--- src/rtl/vga_sprite_window_if.sv ---
// Bundles the pixel-timing, position-request and sprite-window signals of vga_sprite_window.
// The master drives the pixel and request inputs; the slave is the window block.
interface vga_sprite_window_if;
  logic [9:0] PixX;
  logic [9:0] PixY;
  logic       Active;
  logic       FrameStart;
  logic [9:0] PosX;
  logic [9:0] PosY;
  logic       PosValid;
  logic       PosReady;
  logic [9:0] Row;
  logic [9:0] Col;
  logic       InSprite;

  modport master (
    output PixX, PixY, Active, FrameStart, PosX, PosY, PosValid,
    input  PosReady, Row, Col, InSprite
  );

  modport slave (
    input  PixX, PixY, Active, FrameStart, PosX, PosY, PosValid,
    output PosReady, Row, Col, InSprite
  );
endinterface

--- src/rtl/vga_sprite_window.sv ---
// Square sprite window: latches a clamped position request and applies it only at a frame
// boundary, then flags pixels inside the window one cycle later with sprite-local row/col.
module vga_sprite_window #(
  parameter int Size = 16,
  parameter int HMAX = 640,
  parameter int VMAX = 480
) (
  input  logic              clk,
  input  logic              reset,
  vga_sprite_window_if.slave bus
);

  localparam logic [9:0]  MAX_X  = 10'(HMAX - Size);
  localparam logic [9:0]  MAX_Y  = 10'(VMAX - Size);
  localparam logic [10:0] SIZE_W = 11'(Size);

  typedef enum logic {IDLE, HELD} state_t;

  state_t      state;
  logic        ready_q;
  logic [9:0]  cur_x;
  logic [9:0]  cur_y;
  logic [9:0]  pend_x;
  logic [9:0]  pend_y;
  logic        transfer;

  logic [10:0] x_end;
  logic [10:0] y_end;
  logic        hit;
  logic [9:0]  row_p0;
  logic [9:0]  col_p0;

  logic        in_sprite_p1;
  logic [9:0]  row_p1;
  logic [9:0]  col_p1;

  // Keeps the whole sprite on screen: the top-left may not exceed limit.
  function automatic logic [9:0] clamp(input logic [9:0] v, input logic [9:0] limit);
    return (v > limit) ? limit : v;
  endfunction

  // Ready is a pure function of state; reset masks it so nothing is accepted during reset.
  assign bus.PosReady = ready_q & ~reset;
  assign transfer     = bus.PosValid & bus.PosReady;

  always_ff @(posedge clk) begin
    if (reset) begin
      state   <= IDLE;
      ready_q <= 1'b1;
      cur_x   <= '0;
      cur_y   <= '0;
      pend_x  <= '0;
      pend_y  <= '0;
    end else begin
      case (state)
        IDLE: begin
          if (transfer) begin
            pend_x  <= clamp(bus.PosX, MAX_X);
            pend_y  <= clamp(bus.PosY, MAX_Y);
            state   <= HELD;
            ready_q <= 1'b0;
          end
        end
        HELD: begin
          if (bus.FrameStart) begin
            cur_x   <= pend_x;
            cur_y   <= pend_y;
            state   <= IDLE;
            ready_q <= 1'b1;
          end
        end
      endcase
    end
  end

  // Stage p0: combinational window test against the current (pre-update) position.
  assign x_end  = {1'b0, cur_x} + SIZE_W;
  assign y_end  = {1'b0, cur_y} + SIZE_W;
  assign hit    = bus.Active
                  && ({1'b0, bus.PixX} >= {1'b0, cur_x}) && ({1'b0, bus.PixX} < x_end)
                  && ({1'b0, bus.PixY} >= {1'b0, cur_y}) && ({1'b0, bus.PixY} < y_end);
  assign col_p0 = hit ? (bus.PixX - cur_x) : '0;
  assign row_p0 = hit ? (bus.PixY - cur_y) : '0;

  // Stage p1: registered window result, one cycle after the pixel was sampled.
  always_ff @(posedge clk) begin
    if (reset) begin
      in_sprite_p1 <= 1'b0;
      row_p1       <= '0;
      col_p1       <= '0;
    end else begin
      in_sprite_p1 <= hit;
      row_p1       <= row_p0;
      col_p1       <= col_p0;
    end
  end

  assign bus.InSprite = in_sprite_p1;
  assign bus.Row      = row_p1;
  assign bus.Col      = col_p1;

endmodule
--- src/flat_wrapper.sv ---
// flat-port wrapper written by rule: the top's interface ports become plain ports
module vga_sprite_window_flat 
#(
  parameter int Size = 16,
  parameter int HMAX = 640,
  parameter int VMAX = 480
)
  (clk, reset, bus_PixX, bus_PixY, bus_Active, bus_FrameStart, bus_PosX, bus_PosY, bus_PosValid, bus_PosReady, bus_Row, bus_Col, bus_InSprite);
  vga_sprite_window_if bus_i ();
  input  logic clk;
  input  logic reset;
  input wire logic [$bits(bus_i.PixX)-1:0] bus_PixX;
  input wire logic [$bits(bus_i.PixY)-1:0] bus_PixY;
  input wire logic [$bits(bus_i.Active)-1:0] bus_Active;
  input wire logic [$bits(bus_i.FrameStart)-1:0] bus_FrameStart;
  input wire logic [$bits(bus_i.PosX)-1:0] bus_PosX;
  input wire logic [$bits(bus_i.PosY)-1:0] bus_PosY;
  input wire logic [$bits(bus_i.PosValid)-1:0] bus_PosValid;
  output wire logic [$bits(bus_i.PosReady)-1:0] bus_PosReady;
  output wire logic [$bits(bus_i.Row)-1:0] bus_Row;
  output wire logic [$bits(bus_i.Col)-1:0] bus_Col;
  output wire logic [$bits(bus_i.InSprite)-1:0] bus_InSprite;
  assign bus_i.PixX = bus_PixX;
  assign bus_i.PixY = bus_PixY;
  assign bus_i.Active = bus_Active;
  assign bus_i.FrameStart = bus_FrameStart;
  assign bus_i.PosX = bus_PosX;
  assign bus_i.PosY = bus_PosY;
  assign bus_i.PosValid = bus_PosValid;
  assign bus_PosReady = bus_i.PosReady;
  assign bus_Row = bus_i.Row;
  assign bus_Col = bus_i.Col;
  assign bus_InSprite = bus_i.InSprite;
  vga_sprite_window #(.Size(Size), .HMAX(HMAX), .VMAX(VMAX)) u_core (.clk(clk), .reset(reset), .bus(bus_i));
endmodule
--- config.mk ---
export PLATFORM = sky130hd
export DESIGN_NAME = vga_sprite_window_flat
export DESIGN_NICKNAME = d
export VERILOG_FILES = /design/src/rtl/vga_sprite_window_if.sv /design/src/rtl/vga_sprite_window.sv /design/src/flat_wrapper.sv
export SDC_FILE = /design/constraint.sdc
export NUM_CORES = 1
export LEC_CHECK = 0
export ABC_AREA = 1
export CAP_MARGIN = 30
export CORE_MARGIN = 3
export CORE_UTILIZATION = 50
export CTS_BUF_LIST = sky130_fd_sc_hd__clkbuf_2
export DETAILED_ROUTE_END_ITERATION = 12
export DONT_BUFFER_PORTS = 1
export PLACE_DENSITY_LB_ADDON = 0.1
export SYNTH_ARGS = -nofsm -noshare
export SYNTH_HDL_FRONTEND = slang
export SYNTH_SLANG_ARGS = --single-unit
--- constraint.sdc ---
create_clock -name clk -period 2.9 [get_ports clk]
set_input_delay 0.435 -clock clk [delete_from_list [all_inputs] [get_ports clk]]
set_output_delay 0.435 -clock clk [all_outputs]
set_load 0.01 [all_outputs]
---- After elaboration in Yosys (flattened, before gate mapping) ----
Index checks and enable logic that the tools add are counted.
storage, ports and cells
  flip-flop bits (word level) ............. 63
  latch bits .............................. 0
  bits in writable memories ............... 0
  memory bits (read-only) ................. 0
  input bits .............................. 45
  output and inout port bits .............. 22
  word-level logic and storage cells ...... 42
  memories kept ........................... 0
operators by class
  add/subtract/negate cells ............... 4
  $mul .................................... 0
  div/mod/pow operators ................... 0
  $lt $le $gt $ge ......................... 6
  equality and inequality tests ........... 2
  shifts and indexed selects .............. 0
  muxes and demuxes ....................... 8
  bitwise logic cells ..................... 5
  reductions and logical operators ........ 8
operator list
  kind                                                             number
  adder 10 x 5 -> 11 bit (second input constant)                   2
  < comparator 10 x 11 -> 1 bit                                    2
  greater-or-equal comparator 10 bit                               2
  two-way mux 10 bit                                               2
  subtractor 10 bit                                                2
  greater-than comparator 10 bit (second input constant)           1
  greater-than comparator 10 x 9 -> 1 bit (second input constant)  1
  AND reduction 2 bit                                              3
  logical AND 1 bit                                                4
  two-way mux 1 bit                                                4
  case mux 1 bit (2 select lines)                                  2
  inverter 1 bit                                                   3
  AND 1 bit                                                        2
  inequality test 2 x 1 -> 1 bit (second input constant)           1
  inequality test 2 bit (second input constant)                    1
  OR reduction 2 bit                                               1

---- Logic depth before layout (Yosys ltp) ----
  depth after elaboration ................. 7
  gate-level depth with buffers ........... 13
  gate-level depth less buffers ........... 12

---- Worst setup path after synthesis ----
Ideal clock, no wire load.
  path type ............................... input to register
  from .................................... input bus_PixX[0]
  to ...................................... register u_core.col_p1[9], in the netlist u_core.bus.Col[9]
  data arrival time ....................... 1.789 ns
  slack ................................... 0.990 ns
  stages .................................. 13
  cells stage by stage .................... inv_1 ha_1 inv_1 fa_1 inv_1 nor2_2 nor2_2 o21bai_4 nand2_2 nand2_2 nand3_4 buf_6 nor3_2
on the way
  longest elaborated chain between the ends .. 7
  elaborated cells between the ends (all ways) .. 9
  classes of those cells .................. 1 x add/sub; 2 x order compare; 1 x bitwise; 5 x reduce/logical
RTL lines
  what                                line                     RTL
  start, declared                     flat_wrapper.sv:12       input wire logic [$bits(bus_i.PixX)-1:0] bus_PixX;
  greater-or-equal comparator 10 bit  vga_sprite_window.sv:80  && ({1'b0, bus.PixX} >= {1'b0, cur_x}) && ({1'b0, bus.PixX} < x_end)
  logical AND 1 bit (2 in a row)      vga_sprite_window.sv:80
  logical AND 1 bit (2 in a row)      vga_sprite_window.sv:81  && ({1'b0, bus.PixY} >= {1'b0, cur_y}) && ({1'b0, bus.PixY} < y_end);
  inverter 1 bit (no line)            -
  OR reduction 2 bit (no line)        -
  end signal, assigned                vga_sprite_window.sv:94  col_p1 <= col_p0;
  end, declared                       vga_sprite_window.sv:35  logic [9:0] col_p1;
Parallel ways exist; a longest one is shown, timed or not.
A chain may end at the register's enable or synchronous reset.

---- Final worst setup path ----
  from .................................... register u_core.cur_y[4]
  to ...................................... register u_core.row_p1[9], in the netlist u_core.bus.Row[9]
on the way
  longest elaborated chain between the ends .. 5
  elaborated cells between the ends (all ways) .. 8
  classes of those cells .................. 2 x add/sub; 2 x order compare; 1 x bitwise; 3 x reduce/logical
RTL lines
  what                                                                          line                                              RTL
  start, declared                                                               vga_sprite_window.sv:22                           logic [9:0] cur_y;
  start signal, assigned                                                        vga_sprite_window.sv:67                           cur_y <= pend_y;
  adder 10 x 5 -> 11 bit or greater-or-equal comparator 10 bit (tied branches)  vga_sprite_window.sv:78, vga_sprite_window.sv:81
  < comparator 10 x 11 -> 1 bit or logical AND 1 bit (tied branches)            vga_sprite_window.sv:81
  logical AND 1 bit                                                             vga_sprite_window.sv:81
  inverter 1 bit (no line)                                                      -
  OR reduction 2 bit (no line)                                                  -
  end signal, assigned                                                          vga_sprite_window.sv:93                           row_p1 <= row_p0;
  end, declared                                                                 vga_sprite_window.sv:34                           logic [9:0] row_p1;
Parallel ways exist; a longest one is shown, timed or not.

==> results.txt <==
- The run finished with clean final reports.
* Count of H-tree levels built during CTS: 3
* Width of the die: 92.7 µm
- Placed Instance Area: 3830 µm²
- After the first detailed-routing iteration, the DRC count stood at 103.
* Pin count of the biggest net entering global routing: 36
* CP dominant cell by count: sky130_fd_sc_hd__ha_1
* Cell with the most instances after synthesis: sky130_fd_sc_hd__nand2_1
* Total of endpoints with negative setup slack in the final report: 0
* Leading register cell type out of synthesis: sky130_fd_sc_hd__dfxtp_1
- Share of the core filled with cells in the final layout: 56.0%
- Sequential share of the synthesized area: 33.5%
* Weighted congestion at the end of routability-driven global placement: 0.840
* Area enclosed by the die boundary: 8600 µm²
* Placement Rows: 30
- The finished layout holds 606 standard cells, fillers aside.
- STA classifies the critical path endpoint as a flop.
* Cell Pwr Density: 480 nW/µm²
- After detailed routing, the number of vias per cell comes to 5.06.
- The worst path in the final design needs a cycle of 2.18 ns, including I/O delays and setup.
- Counting every instance in the synthesized netlist gives 505.
* Startpoint types: flop
- The largest single stage delay on the critical path is 0.42 ns.
- Along the worst hold path, the cell count comes to 2.
* Top cells by instance count after synthesis: sky130_fd_sc_hd__nand2_1 (89), sky130_fd_sc_hd__inv_1 (69), sky130_fd_sc_hd__dfxtp_1 (63)
- Clock-pin slew was measured on the worst setup and hold paths at 0.20 ns.
* Max capacitance violation total: 0
* Worst supply voltage drop on vdd: 0.289 mV
- In this run switching power makes up 33.5% of total power.
- Async set-or-reset flop fraction in the synthesized netlist: 0%
- The synthesized design spends more area on one cell type than any other, namely sky130_fd_sc_hd__dfxtp_1.
- For this run, the top clock speed supported by timing is 458 MHz.
- After synthesis the cells add up to 3760 µm².
- The final hold violation count was 0.
- Slew headroom: 50.1%
* Synthesized netlist net count: 586
- Sequential cells burn 49.0% of the power.
- Cells with a size suffix above 1 make up 9.41% of the layout.
- At the placement stage, the worst setup path has a slack of 0.733 ns.
- Portion of total power attributed to the clock network: 28.3%
* Clock tree from TritonCTS: built
* Total global routing track utilization: 18.7%
- Layout Nets: 586
* Synth area leaders: sky130_fd_sc_hd__dfxtp_1 (34%), sky130_fd_sc_hd__ha_1 (11%), sky130_fd_sc_hd__nand2_1 (8.9%)
- The synthesized design contains 63 register bits.
- The critical path goes through ha_1 -> nand3_1 -> xor2_1 -> ha_1 -> a21oi_1 -> nor2_1 -> nor2_4 -> nand3_4 -> nor3_1.
- The number of global-route vias before repair came to 2941.
- Before antenna repair, the detailed router went through 4 iterations.
- Area of the multi-input gates: 2160 µm²
- The number of hold buffers added after CTS was 1.
* Area growth from synthesis to layout: 5.12%
* Number of synthesized flops with an enable pin: 0
* Worst clock skew: 0.0277 ns
- Power Internal: 1.26 mW
- RSZ-0062 raised after global routing: no
- For this run the aggregate overflow at the end of global routing stands at 0.
- After clock tree synthesis, the setup repair step added 0 buffers.
* Syn Area/Cell: 7.45 µm²
* Slowest-stage cell, CP: sky130_fd_sc_hd__dfxtp_1
- For the pin with the worst max-slew slack, the measured transition is 0.747 ns.
* Initial antenna violation count: 0
* Number of warnings printed during yosys synthesis: 0
- For the worst setup path, the data arrival time is 2.57 ns.
* Static Leak: 1.72 nW
* Vert. Die Dim: 92.7 µm
- Period Utilization, post-route: 75.3%
- For the final routed database, the setup TNS stands at 0 ns.
- The number of clock buffers added by TritonCTS is 9.
- Hold timing on the final database bottoms out at a slack of 0.0733 ns.
- Maximum net fanout on the critical path: 21
* Cell count of the worst reg-to-reg path: 9
- Max Buffers Root-to-Sink: 2
* Finished Cell Area: 3950 µm²
* Ports: 67
* Later-pin clock latency in the skew report: 0.48 ns
- Class of the tightest hold or removal check: input pin to flop
- Distinct cells, synth: 34
* Sequential cell area: 1260 µm²
* Residual DRC count: 0
* Power, Total: 1.90 mW
- Combinational cells account for 22.7% of the total power.
- In this run the tool buffered the top-level ports with 0 buffer cells.
- The detail route stage leaves a number of antenna-violating nets equal to 0.
- The number of placed instances, taps included, is 589.
- Via count: 3069
- In this run the power spent charging and discharging nets is 0.636 mW.
- Starting density of the core: 53.3%
- Final Slew Violations: 0
* Worst setup slack after layout: 0.717 ns
- For the worst setup path, the data required time is 3.29 ns.
- Count of antenna diodes in the layout: 0
- Summed over all nets, the half-perimeter wirelength after detailed placement is 6150 µm.
* Buffer type at the clock tree root: sky130_fd_sc_hd__clkbuf_2
* Routed wire length per instance: 12.7 µm
- Critical path type: flop to flop
- Counting every sink on the clock net gives 63.
* Area share of the largest cell type after synthesis: 33.5%
- The layout has 733 filler cells.
- Total length of routed wires: 7680 µm
* Wire length of the first global-routing pass: 13100 µm
- In this run the standard cell core region covers 7060 µm².
- Post-CTS sizing: 0
## per-layer routing
metal  vias to the layer above  wire length (µm)  GRT usage, %  part of all wire, %
met3                        11               422          3.74                  5.5
li1                       1638                 -             -                    -
met5                         -                 0             0                    0
met4                         0                93          6.23                  1.2
met1                      1337              3860          26.0                   50
met2                        83              3310          28.8                   43
## layout make-up
class                           count  share of cell area, %
Clock buffer                        9                   1.14
Clock inverter                      7                   1.84
Inverter                           70                   6.65
Multi-Input combinational cell    357                   54.6
Sequential cell                    63                   31.9
Tap cell                           96                   3.04
Timing Repair Buffer                4                  0.823
## final timing paths
kind	endpoint	slack, ns	from
max	u_core.bus.Row[9]	0.72	u_core.cur_y[4]
min	u_core.pend_x[1]	0.07	bus_PosX[1]
max reg2reg	u_core.bus.Row[9]	0.72	u_core.cur_y[4]
min reg2reg	u_core.pend_y[9]	0.47	u_core.pend_y[9]
## flip-flops by register name (all words and copies together) (netlist names)
signal	cells
u_core.cur_y	10
u_core.state	1
u_core.pend_x	10
u_core.ready_q	1
u_core.pend_y	10
u_core.cur_x	10
u_core.bus.Col	10
u_core.bus.InSprite	1
u_core.bus.Row	10
## placed cells by master, fill, tap and decap left out, types with 5 or more instances in the layout
master                     synthesis  final
sky130_fd_sc_hd__nor3_2           19     19
sky130_fd_sc_hd__inv_1            69     69
sky130_fd_sc_hd__a21oi_1          51     51
sky130_fd_sc_hd__dfxtp_1          63     63
sky130_fd_sc_hd__clkbuf_2          0      9
sky130_fd_sc_hd__nand2_1          89     89
sky130_fd_sc_hd__ha_1             34     34
sky130_fd_sc_hd__o21ai_0          42     42
sky130_fd_sc_hd__xnor2_1           7      7
sky130_fd_sc_hd__nor2_1           47     47
sky130_fd_sc_hd__xor2_1           14     14
sky130_fd_sc_hd__nand3_1          18     18
sky130_fd_sc_hd__nand4_1           5      5
## kinds of logic after synthesis
family / count (synthesis) / synth area share [%]
adders and majority gates: 36 / 12.4
xor gates and xnor gates: 21 / 4.89
DFF: 63 / 33.5
AOI/OAI and AO/OA: 105 / 15.0
buffers and inverters: 85 / 9.05
and+or+nand+nor: 195 / 25.1
## power groups by stage
stage,Combinational [mW],Clock [mW],Sequential [mW]
final,0.431,0.537,0.929
after global routing,0.500,0.588,0.935
after CTS,0.433,0.552,0.929
after detailed placement,0.428,0,0.947
after global placement,0.423,0,0.947
after floorplan,0.357,0,0.941
## worst max-delay path, delay by kind of cell (launching register included)
kind	cells	cell delay, ns
simple gates	5	0.87
fa+ha+maj	2	0.51
flops	1	0.42
xor+xnor	1	0.15
compound gates	1	0.13
Power figures use the tool's default switching activity.
